<file path="src/rtl/riscv_div_issue.sv">
// riscv_div_issue: issue/writeback sequencer wrapped around riscv_divider.
// Accepts one M-extension divide-class op (DIV/DIVU/REM/REMU) per handshake and
// launches it into the divider. It tracks rd/pc and captures the divider's
// one-cycle result pulse. That result is held on a valid/ready writeback port
// until accepted.
// Adds busy/stall, flush and a watchdog that the divider itself lacks.
//
// Optional feature macro: RISCV_DIV_BYPASS_EN
//   defined   - divide-by-zero ops skip the divider and write back directly.
//   undefined - divide-by-zero goes through the divider like any other op.
//
// Ports:
//   clk, rst_n                 clock, async active-low reset (shared with divider)
//   in_valid/in_ready          issue handshake; in_ready = idle & !flush
//   in_code/in_pc/in_rd        instruction word, PC, destination register
//   in_a/in_b                  rs1/rs2 operand values
//   flush                      pipeline kill for the in-flight op
//   div_op_valid               one-cycle launch pulse to the divider
//   div_op_code/a/b            latched operands, held until the next accept
//   div_res_valid/div_res_out  divider result pulse and value
//   wb_valid/wb_ready          writeback handshake
//   wb_rd/wb_pc/wb_value       writeback payload
//   busy                       sequencer not idle
//   err                        one-cycle pulse: illegal op consumed or watchdog expiry
module riscv_div_issue #(
    parameter  int unsigned TIMEOUT_CYCLES = 63,
    localparam int unsigned XLEN           = 32,
    localparam int unsigned RW             = 5
) (
    input  logic            clk,
    input  logic            rst_n,
    input  logic            in_valid,
    output logic            in_ready,
    input  logic [XLEN-1:0] in_code,
    input  logic [XLEN-1:0] in_pc,
    input  logic [RW-1:0]   in_rd,
    input  logic [XLEN-1:0] in_a,
    input  logic [XLEN-1:0] in_b,
    input  logic            flush,
    output logic            div_op_valid,
    output logic [XLEN-1:0] div_op_code,
    output logic [XLEN-1:0] div_op_a,
    output logic [XLEN-1:0] div_op_b,
    input  logic            div_res_valid,
    input  logic [XLEN-1:0] div_res_out,
    output logic            wb_valid,
    input  logic            wb_ready,
    output logic [RW-1:0]   wb_rd,
    output logic [XLEN-1:0] wb_pc,
    output logic [XLEN-1:0] wb_value,
    output logic            busy,
    output logic            err
);

    localparam int unsigned CW         = 6;
    localparam logic [6:0]  OPC_OP     = 7'h33;
    localparam logic [6:0]  F7_MULDIV  = 7'h01;

    typedef enum logic [2:0] {
        S_IDLE,
        S_LAUNCH,
        S_WAIT,
        S_WB,
        S_DRAIN
    } state_t;

    state_t          state_q, state_d;
    logic [CW-1:0]   wdog_q, wdog_d;
    logic            idle_q;
    logic            err_d;
    logic            lat_op;
    logic            lat_res;
`ifdef RISCV_DIV_BYPASS_EN
    logic            lat_byp;
`endif

    logic accept_c;
    logic divop_c;
    logic wdog_hit_c;

    // Idle flag is a register so in_ready is low while reset is held.
    assign in_ready   = idle_q & ~flush;
    assign accept_c   = in_valid & in_ready;
    assign divop_c    = (in_code[6:0] == OPC_OP) & (in_code[31:25] == F7_MULDIV) & in_code[14];
    assign wdog_hit_c = (wdog_q == CW'(TIMEOUT_CYCLES));

    // Next-state and latch-enable decode.
    always_comb begin
        state_d = state_q;
        wdog_d  = wdog_q;
        err_d   = 1'b0;
        lat_op  = 1'b0;
        lat_res = 1'b0;
`ifdef RISCV_DIV_BYPASS_EN
        lat_byp = 1'b0;
`endif
        case (state_q)
            S_IDLE: begin
                wdog_d = '0;
                if (accept_c) begin
                    if (divop_c) begin
                        lat_op = 1'b1;
`ifdef RISCV_DIV_BYPASS_EN
                        if (in_b == '0) begin
                            lat_byp = 1'b1;
                            state_d = (in_rd != '0) ? S_WB : S_IDLE;
                        end else begin
                            state_d = S_LAUNCH;
                        end
`else
                        state_d = S_LAUNCH;
`endif
                    end else begin
                        err_d = 1'b1;
                    end
                end
            end
            // Divider samples the op this cycle, so a flush must still drain it.
            S_LAUNCH: state_d = flush ? S_DRAIN : S_WAIT;
            S_WAIT: begin
                wdog_d = wdog_q + CW'(1);
                if (flush && div_res_valid) begin
                    state_d = S_IDLE;
                end else if (flush) begin
                    state_d = S_DRAIN;
                end else if (div_res_valid) begin
                    lat_res = 1'b1;
                    state_d = (wb_rd != '0) ? S_WB : S_IDLE;
                end else if (wdog_hit_c) begin
                    err_d   = 1'b1;
                    state_d = S_IDLE;
                end
            end
            S_WB: begin
                if (flush || wb_ready) begin
                    state_d = S_IDLE;
                end
            end
            S_DRAIN: begin
                wdog_d = wdog_q + CW'(1);
                if (div_res_valid) begin
                    state_d = S_IDLE;
                end else if (wdog_hit_c) begin
                    err_d   = 1'b1;
                    state_d = S_IDLE;
                end
            end
            default: state_d = S_IDLE;
        endcase
    end

    // State register and registered control outputs.
    always_ff @(posedge clk or negedge rst_n) begin
        if (!rst_n) begin
            state_q      <= S_IDLE;
            wdog_q       <= '0;
            idle_q       <= 1'b0;
            busy         <= 1'b0;
            err          <= 1'b0;
            div_op_valid <= 1'b0;
            wb_valid     <= 1'b0;
        end else begin
            state_q      <= state_d;
            wdog_q       <= wdog_d;
            idle_q       <= (state_d == S_IDLE);
            busy         <= (state_d != S_IDLE);
            err          <= err_d;
            div_op_valid <= (state_d == S_LAUNCH);
            wb_valid     <= (state_d == S_WB);
        end
    end

    // Operand and writeback payload registers.
    always_ff @(posedge clk or negedge rst_n) begin
        if (!rst_n) begin
            div_op_code <= '0;
            div_op_a    <= '0;
            div_op_b    <= '0;
            wb_rd       <= '0;
            wb_pc       <= '0;
            wb_value    <= '0;
        end else begin
            if (lat_op) begin
                div_op_code <= in_code;
                div_op_a    <= in_a;
                div_op_b    <= in_b;
                wb_rd       <= in_rd;
                wb_pc       <= in_pc;
            end
            if (lat_res) begin
                wb_value <= div_res_out;
            end
`ifdef RISCV_DIV_BYPASS_EN
            // funct3[1] set selects REM/REMU, which return the dividend on /0.
            else if (lat_byp) begin
                wb_value <= in_code[13] ? in_a : '1;
            end
`endif
        end
    end

endmodule

</file>
<file path="config.mk">
export PLATFORM = sky130hd
export DESIGN_NAME = riscv_div_issue
export DESIGN_NICKNAME = d
export VERILOG_FILES = /design/src/rtl/riscv_div_issue.sv
export SDC_FILE = /design/constraint.sdc
export NUM_CORES = 1
export LEC_CHECK = 0
export ABC_AREA = 1
export CELL_PAD_IN_SITES_DETAIL_PLACEMENT = 0
export CELL_PAD_IN_SITES_GLOBAL_PLACEMENT = 1
export CORE_AREA = 4 4 171 173
export DETAILED_ROUTE_END_ITERATION = 8
export DIE_AREA = 0 0 175 177
export PLACE_DENSITY_LB_ADDON = 0.1
export SKIP_LAST_GASP = 1
export SYNTH_ARGS = -nofsm -noshare
export SYNTH_HDL_FRONTEND = slang
export SYNTH_SLANG_ARGS = --single-unit
</file>
<file path="constraint.sdc">
create_clock -name clk -period 1.3 [get_ports clk]
set_input_delay 0.325 -clock clk [delete_from_list [all_inputs] [get_ports clk]]
set_output_delay 0.325 -clock clk [all_outputs]
set_load 0.05 [all_outputs]
</file>
==> results of run 1 <==
-- worst max-delay path, stage by stage --
cell and delay, ns:
clkdlybuf4s50_1 0.53, nor2_4 0.06, nand2_2 0.07, nor2_4 0.05, nand3_4 0.13, clkinv_8 0.11, buf_12 0.17, buf_12 0.13
or2_4 0.22
-- final cells by class --
class                      instances  area (um^2)
tap                              378        473.0
clock buffer                      17        425.4
antenna                            1        2.502
sequential                       179         4479
clock inverter                    14        168.9
multi-input combinational        541         2397
inverter                          23        98.84
fill                            2537        13420
timing repair buffer             420         6167
-- synth_stat cells (2+ instances only) --
| master | number |
|---|---|
| a21oi_1 | 3 |
| nor2_1 | 17 |
| nor2_4 | 2 |
| nand2_1 | 439 |
| buf_2 | 17 |
| nor3_1 | 2 |
| o21ai_0 | 5 |
| nand4_1 | 2 |
| buf_6 | 16 |
| clkbuf_1 | 3 |
| or2_2 | 7 |
| nand2_2 | 11 |
| dfrtp_1 | 179 |
| nand3_1 | 43 |
| inv_1 | 19 |
| nand3_2 | 2 |
| inv_2 | 4 |
-- path summary, 6_finish.rpt --
| kind | to | slack [ns] |
|---|---|---|
| min in group clk | wb_pc[7] | 0.42 |
| hold / removal | wb_value[21] | 0.34 |
| setup reg to reg | div_op_code[14] | -0.19 |
| setup / recovery | div_op_code[14] | -0.20 |
| max in group asynchronous | div_op_code[5] | 0.41 |
| hold reg to reg | wdog_q[5] | 0.48 |
-- flip-flops by register name (all words and copies together), names as in the netlist --
register,count
wdog_q,6
busy,1
wb_rd,5
wb_valid,1
div_op_b,32
err,1
idle_q,1
div_op_a,32
wb_value,32
wb_pc,32
div_op_code,32
state_q,3
div_op_valid,1
-- per-layer routing --
metal	vias to the layer above	routed length (um)
li1	3195	-
met1	3029	10920
met2	227	12280
met3	13	2294
met4	0	233
met5	-	0
-- power by group through the flow --
stage | sequential, mW | combinational [mW] | clock [mW]
final | 5.78 | 1.69 | 5.38
after CTS | 5.79 | 1.70 | 5.57
after floorplan | 6.21 | 0.118 | 0
after global routing | 5.79 | 1.78 | 5.83
after global placement | 5.89 | 1.69 | 0
after detailed placement | 5.90 | 1.69 | 0
-- stage by stage --
| step | setup TNS (ns) | instance area [um^2] |
|---|---|---|
| CTS | -33.54 | 13690 |
| detailed placement | -95.52 | 12940 |
| global route | -46.68 | 14210 |
| floorplan | -35.34 | 7093 |
| finish | -23.94 | 14210 |
| global placement | -92.18 | 12940 |
-- repair_timing --
item                       4_1_cts  5_1_grt
cloned                           2        9
setup endpoints to repair      343      348
pin swaps                        2       15
buffers inserted                 3       10
hold endpoints to repair        15        0
gates resized for setup         15       59
hold buffers                     1        0
-- cells by family after synthesis --
| family | Yosys count | share of synthesized area [%] |
|---|---|---|
| AO/OA/AOI/OAI | 13 | 1.131 |
| flip-flops | 179 | 63.26 |
| adder cells (fa/ha/maj) | 1 | 0.1767 |
| buffers and inverters | 61 | 5.513 |
| AND/OR/NAND/NOR | 527 | 29.92 |
-- layout by cell type, fill, tap and decap left out, types with 2 or more instances in the layout --
cell type        count
buf_12             185
or2_2                6
buf_16               3
clkinvlp_4           2
inv_1               16
nor2_1              11
nand3_4              4
dfrtp_1            179
nor2_2               5
o21ai_0              5
inv_8                4
nand2_4              8
clkbuf_16           26
buf_4               41
nand2_1            423
nand4_1              2
nand3_1             39
nand2_2             19
nor2_4               4
a21oi_1              3
buf_8                3
inv_2                6
bufinv_16            2
clkdlybuf4s50_1    169
inv_6                4
nand3_2              2
buf_6                9
==> impl_metrics.py, run 1 <==
metrics = {
    "clock_network": {
        "cts.path.max_buffers": 2,
        "cts.sinks": 179,
        "clk_pin_slew_ns": 0.08,
        "h-tree-depth": 4,
        "cts_inserted_buffers": 17,
        "clock_latency_ns": 0.42,
        "cts_root_buf": "clkbuf_16",
        "cts_tree": "built",
    },
    "cells_and_area": {
        "final_nets": 1354,
        "final_core_util_pct": 51.44,
        "fin_cells": 1573,
        "drive_above_1_share_pct": 28.48,
        "synthToLayoutAreaGrowth_pct": 100.7,
    },
    "route": {
        "wl_mm": 25.73,
        "drt_iter0_drc": 307,
        "vias_per_cell": 4.109,
        "dr.pass1.iters": 4,
        "wl_per_cell_um": 16.36,
        "drc_errors": 0,
        "num_vias": 6464,
        "antenna_left": 0,
    },
    "timing": {
        "finalSetupViolations": 338,
        "finalWorstSetupSlack_ns": -0.1977,
        "max_freq_mhz": 667.7,
        "slew_headroom_pct": 75.93,
        "fin_hold_ws_ns": 0.3397,
        "period_share_pct": 115.2,
        "hold_viol_final": 0,
        "rsz0062_at_grt": "yes",
        "fin_crit_ns": 1.498,
        "slew_violations": 0,
        "worst_pin_slew_ns": 0.3594,
        "worst_clock_skew_ns": 0.009612,
    },
    "die": {
        "initial_utilization_pct": 25.63,
        "die_w_um": 175,
        "core-area_um2": 27630,
        "fp-row-count": 61,
        "die_area_um2": 30980,
        "io_pins": 341,
        "fp.dieH_um": 177,
    },
    "synthesis": {
        "ys_types": 27,
        "ys_warn_count": 0,
        "ys.flop_type": "dfrtp_1",
        "async_reset_ff_share_pct": 100.0,
        "synth_top_cell_by_area": "dfrtp_1",
        "syn_area_um2": 7081,
        "synthesis.nets": 953,
        "synth_area_leaders": "dfrtp_1 63%, nand2_1 23%, nand3_1 3.0%, buf_6 2.5%, buf_2 1.2%",
        "synth_edf_count": 0,
        "synth_top_area_share_pct": 63.26,
        "synth_cells": 781,
        "synth.ff_latch_count": 179,
        "synth_seq_area_share_pct": 63.26,
        "synth_area_per_cell_um2": 9.066,
    },
    "placement": {
        "dpl.cell_count": 1517,
        "place_ws_ns": -0.6254,
        "dpl.hpwl_mm": 18.34,
        "portBuffers": 340,
        "gp_congestion": 0.7453,
    },
    "grt": {
        "grt_start_max_net_pins": 40,
        "grt_pass1_wl_mm": 38.07,
        "met1_usage_pct": 20.01,
        "grt.total_usage_pct": 15.84,
        "grt_use_met2_pct": 25.28,
        "grt.met3_usage_pct": 6.793,
        "grt_pass1_vias": 6393,
        "grt_overflow": 0,
        "gr-max-usage-layer": "met2",
        "antenna_found_initial": 1,
    },
    "run_status": {
        "status": "complete, but fails checks",
        "violations": "setup timing",
    },
    "worst_setup_path": {
        "critPathLaunchType": "primary input",
        "rr_startpoint": "idle_q",
        "critPathLaunch": "flush",
        "required_ns": 1.61,
        "reg2reg_depth": 9,
        "worst-path-max-fanout": 7,
        "arrival_ns": 1.80,
        "endpoint_kind": "flip-flop",
        "critPathKind": "primary input to flip-flop",
    },
    "power_and_ir_drop": {
        "seqPwrFrac_pct": 45.0,
        "netSwitchingFraction_pct": 25.95,
        "p_sw_mw": 3.335,
        "p_per_area_nw_per_um2": 904.3,
        "p_int_mw": 9.517,
        "power_leakage_nw": 7.071,
        "vdd_ir_drop_max_mv": 0.5825,
        "p_clk_share_pct": 41.9,
        "finalPower_mw": 12.85,
        "pwr-share-comb_pct": 13.1,
    },
    "job": {
        "max_cap_viol_count": 0,
    },
    "hold_path": {
        "hold_class": "primary input to async pin",
    },
}
Power figures use the tool's default switching activity.
==> run 2: changes to the inputs <==
- CORE_AREA: 4 4 171 173 -> 4 4 122 241
- DIE_AREA: 0 0 175 177 -> 0 0 126 245
==> impl_metrics.py, run 2 (same netlist as run 1, synthesis figures left out) <==
metrics = {
    "power_and_ir_drop": {
        "p_per_area_nw_per_um2": 868.4,
        "power_leakage_nw": 7.241,
        "finalPower_mw": 12.65,
        "vdd_ir_drop_max_mv": 0.8947,
    },
    "cells_and_area": {
        "fin_cells": 1576,
        "fillers": 2487,
        "final_cell_mix": "413 x nand2_1, 182 x buf_12, 177 x dfrtp_1, 169 x clkdlybuf4s50_1, 59 x buf_4",
        "synthToLayoutAreaGrowth_pct": 105.7,
        "layout_commonest_cell": "nand2_1",
        "final_cell_area_um2": 14570,
        "drive_above_1_share_pct": 30.93,
        "final_nets": 1381,
    },
    "timing": {
        "rsz0062_at_grt": "yes",
        "worst_clock_skew_ns": 0.009278,
        "worst_pin_slew_ns": 0.3648,
        "fin_hold_ws_ns": 0.3432,
        "finalWorstSetupSlack_ns": -0.2651,
        "slew_headroom_pct": 75.57,
        "finalSetupViolations": 342,
        "fin_crit_ns": 1.565,
        "slew_violations": 0,
        "period_share_pct": 120.4,
        "max_freq_mhz": 638.9,
        "hold_viol_final": 0,
    },
    "die": {
        "die_w_um": 126,
        "io_pins": 341,
        "initial_utilization_pct": 25.70,
        "core-area_um2": 27550,
        "fp.dieH_um": 245,
        "die_area_um2": 30870,
        "fp-row-count": 86,
    },
    "route": {
        "drc_errors": 0,
        "antenna_left": 0,
        "vias_per_cell": 4.223,
        "wl_per_cell_um": 18.54,
        "wl_mm": 29.21,
        "drt_iter0_drc": 239,
        "num_vias": 6656,
        "dr.pass1.iters": 4,
    },
    "placement": {
        "place_ws_ns": -0.6995,
        "portBuffers": 340,
        "dpl.hpwl_mm": 19.67,
        "placed_area_um2": 12800,
        "gp_congestion": 0.7527,
        "dpl.cell_count": 1480,
    },
    "worst_setup_path": {
        "worst-path-max-fanout": 13,
        "slowest_stage": "dfrtp_1",
        "required_ns": 1.62,
        "r2r_slack_ns": -0.27,
        "path_cells": "inv_2, nand3_4, nor2_4, nand3_4, buf_12, clkinv_16, buf_16, or2_2",
        "endpoint_kind": "flip-flop",
        "critPathKind": "flip-flop to flip-flop",
        "arrival_ns": 1.89,
        "path_common_cell": "nand3_4",
        "critPathLaunchType": "flip-flop",
        "slowest_delay_ns": 0.39,
    },
    "clock_network": {
        "h-tree-depth": 4,
        "clk_pin_slew_ns": 0.07,
        "clock_latency_ns": 0.44,
        "cts.sinks": 179,
        "cts_inserted_buffers": 17,
        "cts.path.max_buffers": 2,
        "cts_tree": "built",
        "cts_root_buf": "clkbuf_16",
    },
    "job": {
        "max_cap_viol_count": 0,
    },
    "grt": {
        "antenna_found_initial": 2,
        "grt.total_usage_pct": 17.89,
        "grt_pass1_vias": 6989,
        "grt_start_max_net_pins": 33,
        "grt_overflow": 0,
        "grt_pass1_wl_mm": 41.66,
    },
    "run_status": {
        "violations": "setup timing",
        "status": "complete, but fails checks",
    },
    "hold_path": {
        "hold_class": "primary input to async pin",
    },
}
## run 2: changes by cell type in the layout (fill, tap and decap cells not counted), sizes merged
cell      change
buf          +27
bufinv        -1
clkbuf        +4
clkinv        +5
clkinvlp      -1
diode         +1
inv           -6
## run 2: through the flow
step | setup TNS [ns] | util, %
after CTS | -45.04 | 50.97
after global routing | -60.18 | 52.88
after detailed placement | -106.55 | 46.45
after global placement | -104.97 | 46.45
final | -40.25 | 52.88
after floorplan | -35.34 | -
## run 2: worst max-delay path: cells and delay by family (launching register included)
family | cells | cell delay, ns
buffers and inverters | 4 | 0.52
DFF | 1 | 0.39
and+or+nand+nor | 4 | 0.52
## run 2: cell type report
class,count,area (um^2),share of cell area (%)
Timing Repair Buffer,447,6528,44.81
Sequential cell,179,4482,30.77
Multi-Input combinational cell,541,2417,16.60
Clock buffer,21,480.5,3.298
Tap cell,352,440.4,3.024
Inverter,23,112.6,0.7731
Clock inverter,11,101.3,0.6958
Antenna cell,2,5.005,0.03436
## run 2: power breakdown
| group | internal, mW | total, mW | switching (mW) | leakage, nW |
|---|---|---|---|---|
| combinational | 0.959 | 1.70 | 0.742 | 4.48 |
| sequential | 5.67 | 5.79 | 0.112 | 2.47 |
| clock | 2.85 | 5.16 | 2.31 | 0.290 |
| total | 9.48 | 12.6 | 3.16 | 7.24 |
## run 2: timing repair
action / CTS / global route
pin swaps: 9 / 8
setup endpoints to repair: 342 / 349
gates resized for setup: 62 / 40
cloned: 8 / 10
endpoints found under the hold margin: 20 / 0
buffers inserted: 25 / 19
hold buffers: 1 / 0
## run 2: worst paths after layout
path / to / cells after the start / startpoint
max in group asynchronous: div_op_a[17] / 3 / rst_n
worst min register to register: wdog_q[5] / 1 / wdog_q[5]
min in group clk: div_op_b[31] / 3 / in_b[31]
worst max register to register: div_op_code[25] / 8 / state_q[2]
worst max-delay path: div_op_code[25] / 8 / state_q[2]
worst min-delay path: wb_value[30] / 2 / rst_n
## run 2: metal layers
layer  vias to the layer above  part of all wire [%]  GRT usage [%]
met4                         0                   1.6          6.191
met3                        27                   6.7          5.836
met1                      3130                    33          17.29
li1                       3248                     -              -
met2                       251                    59          34.78
met5                         -                     0              0
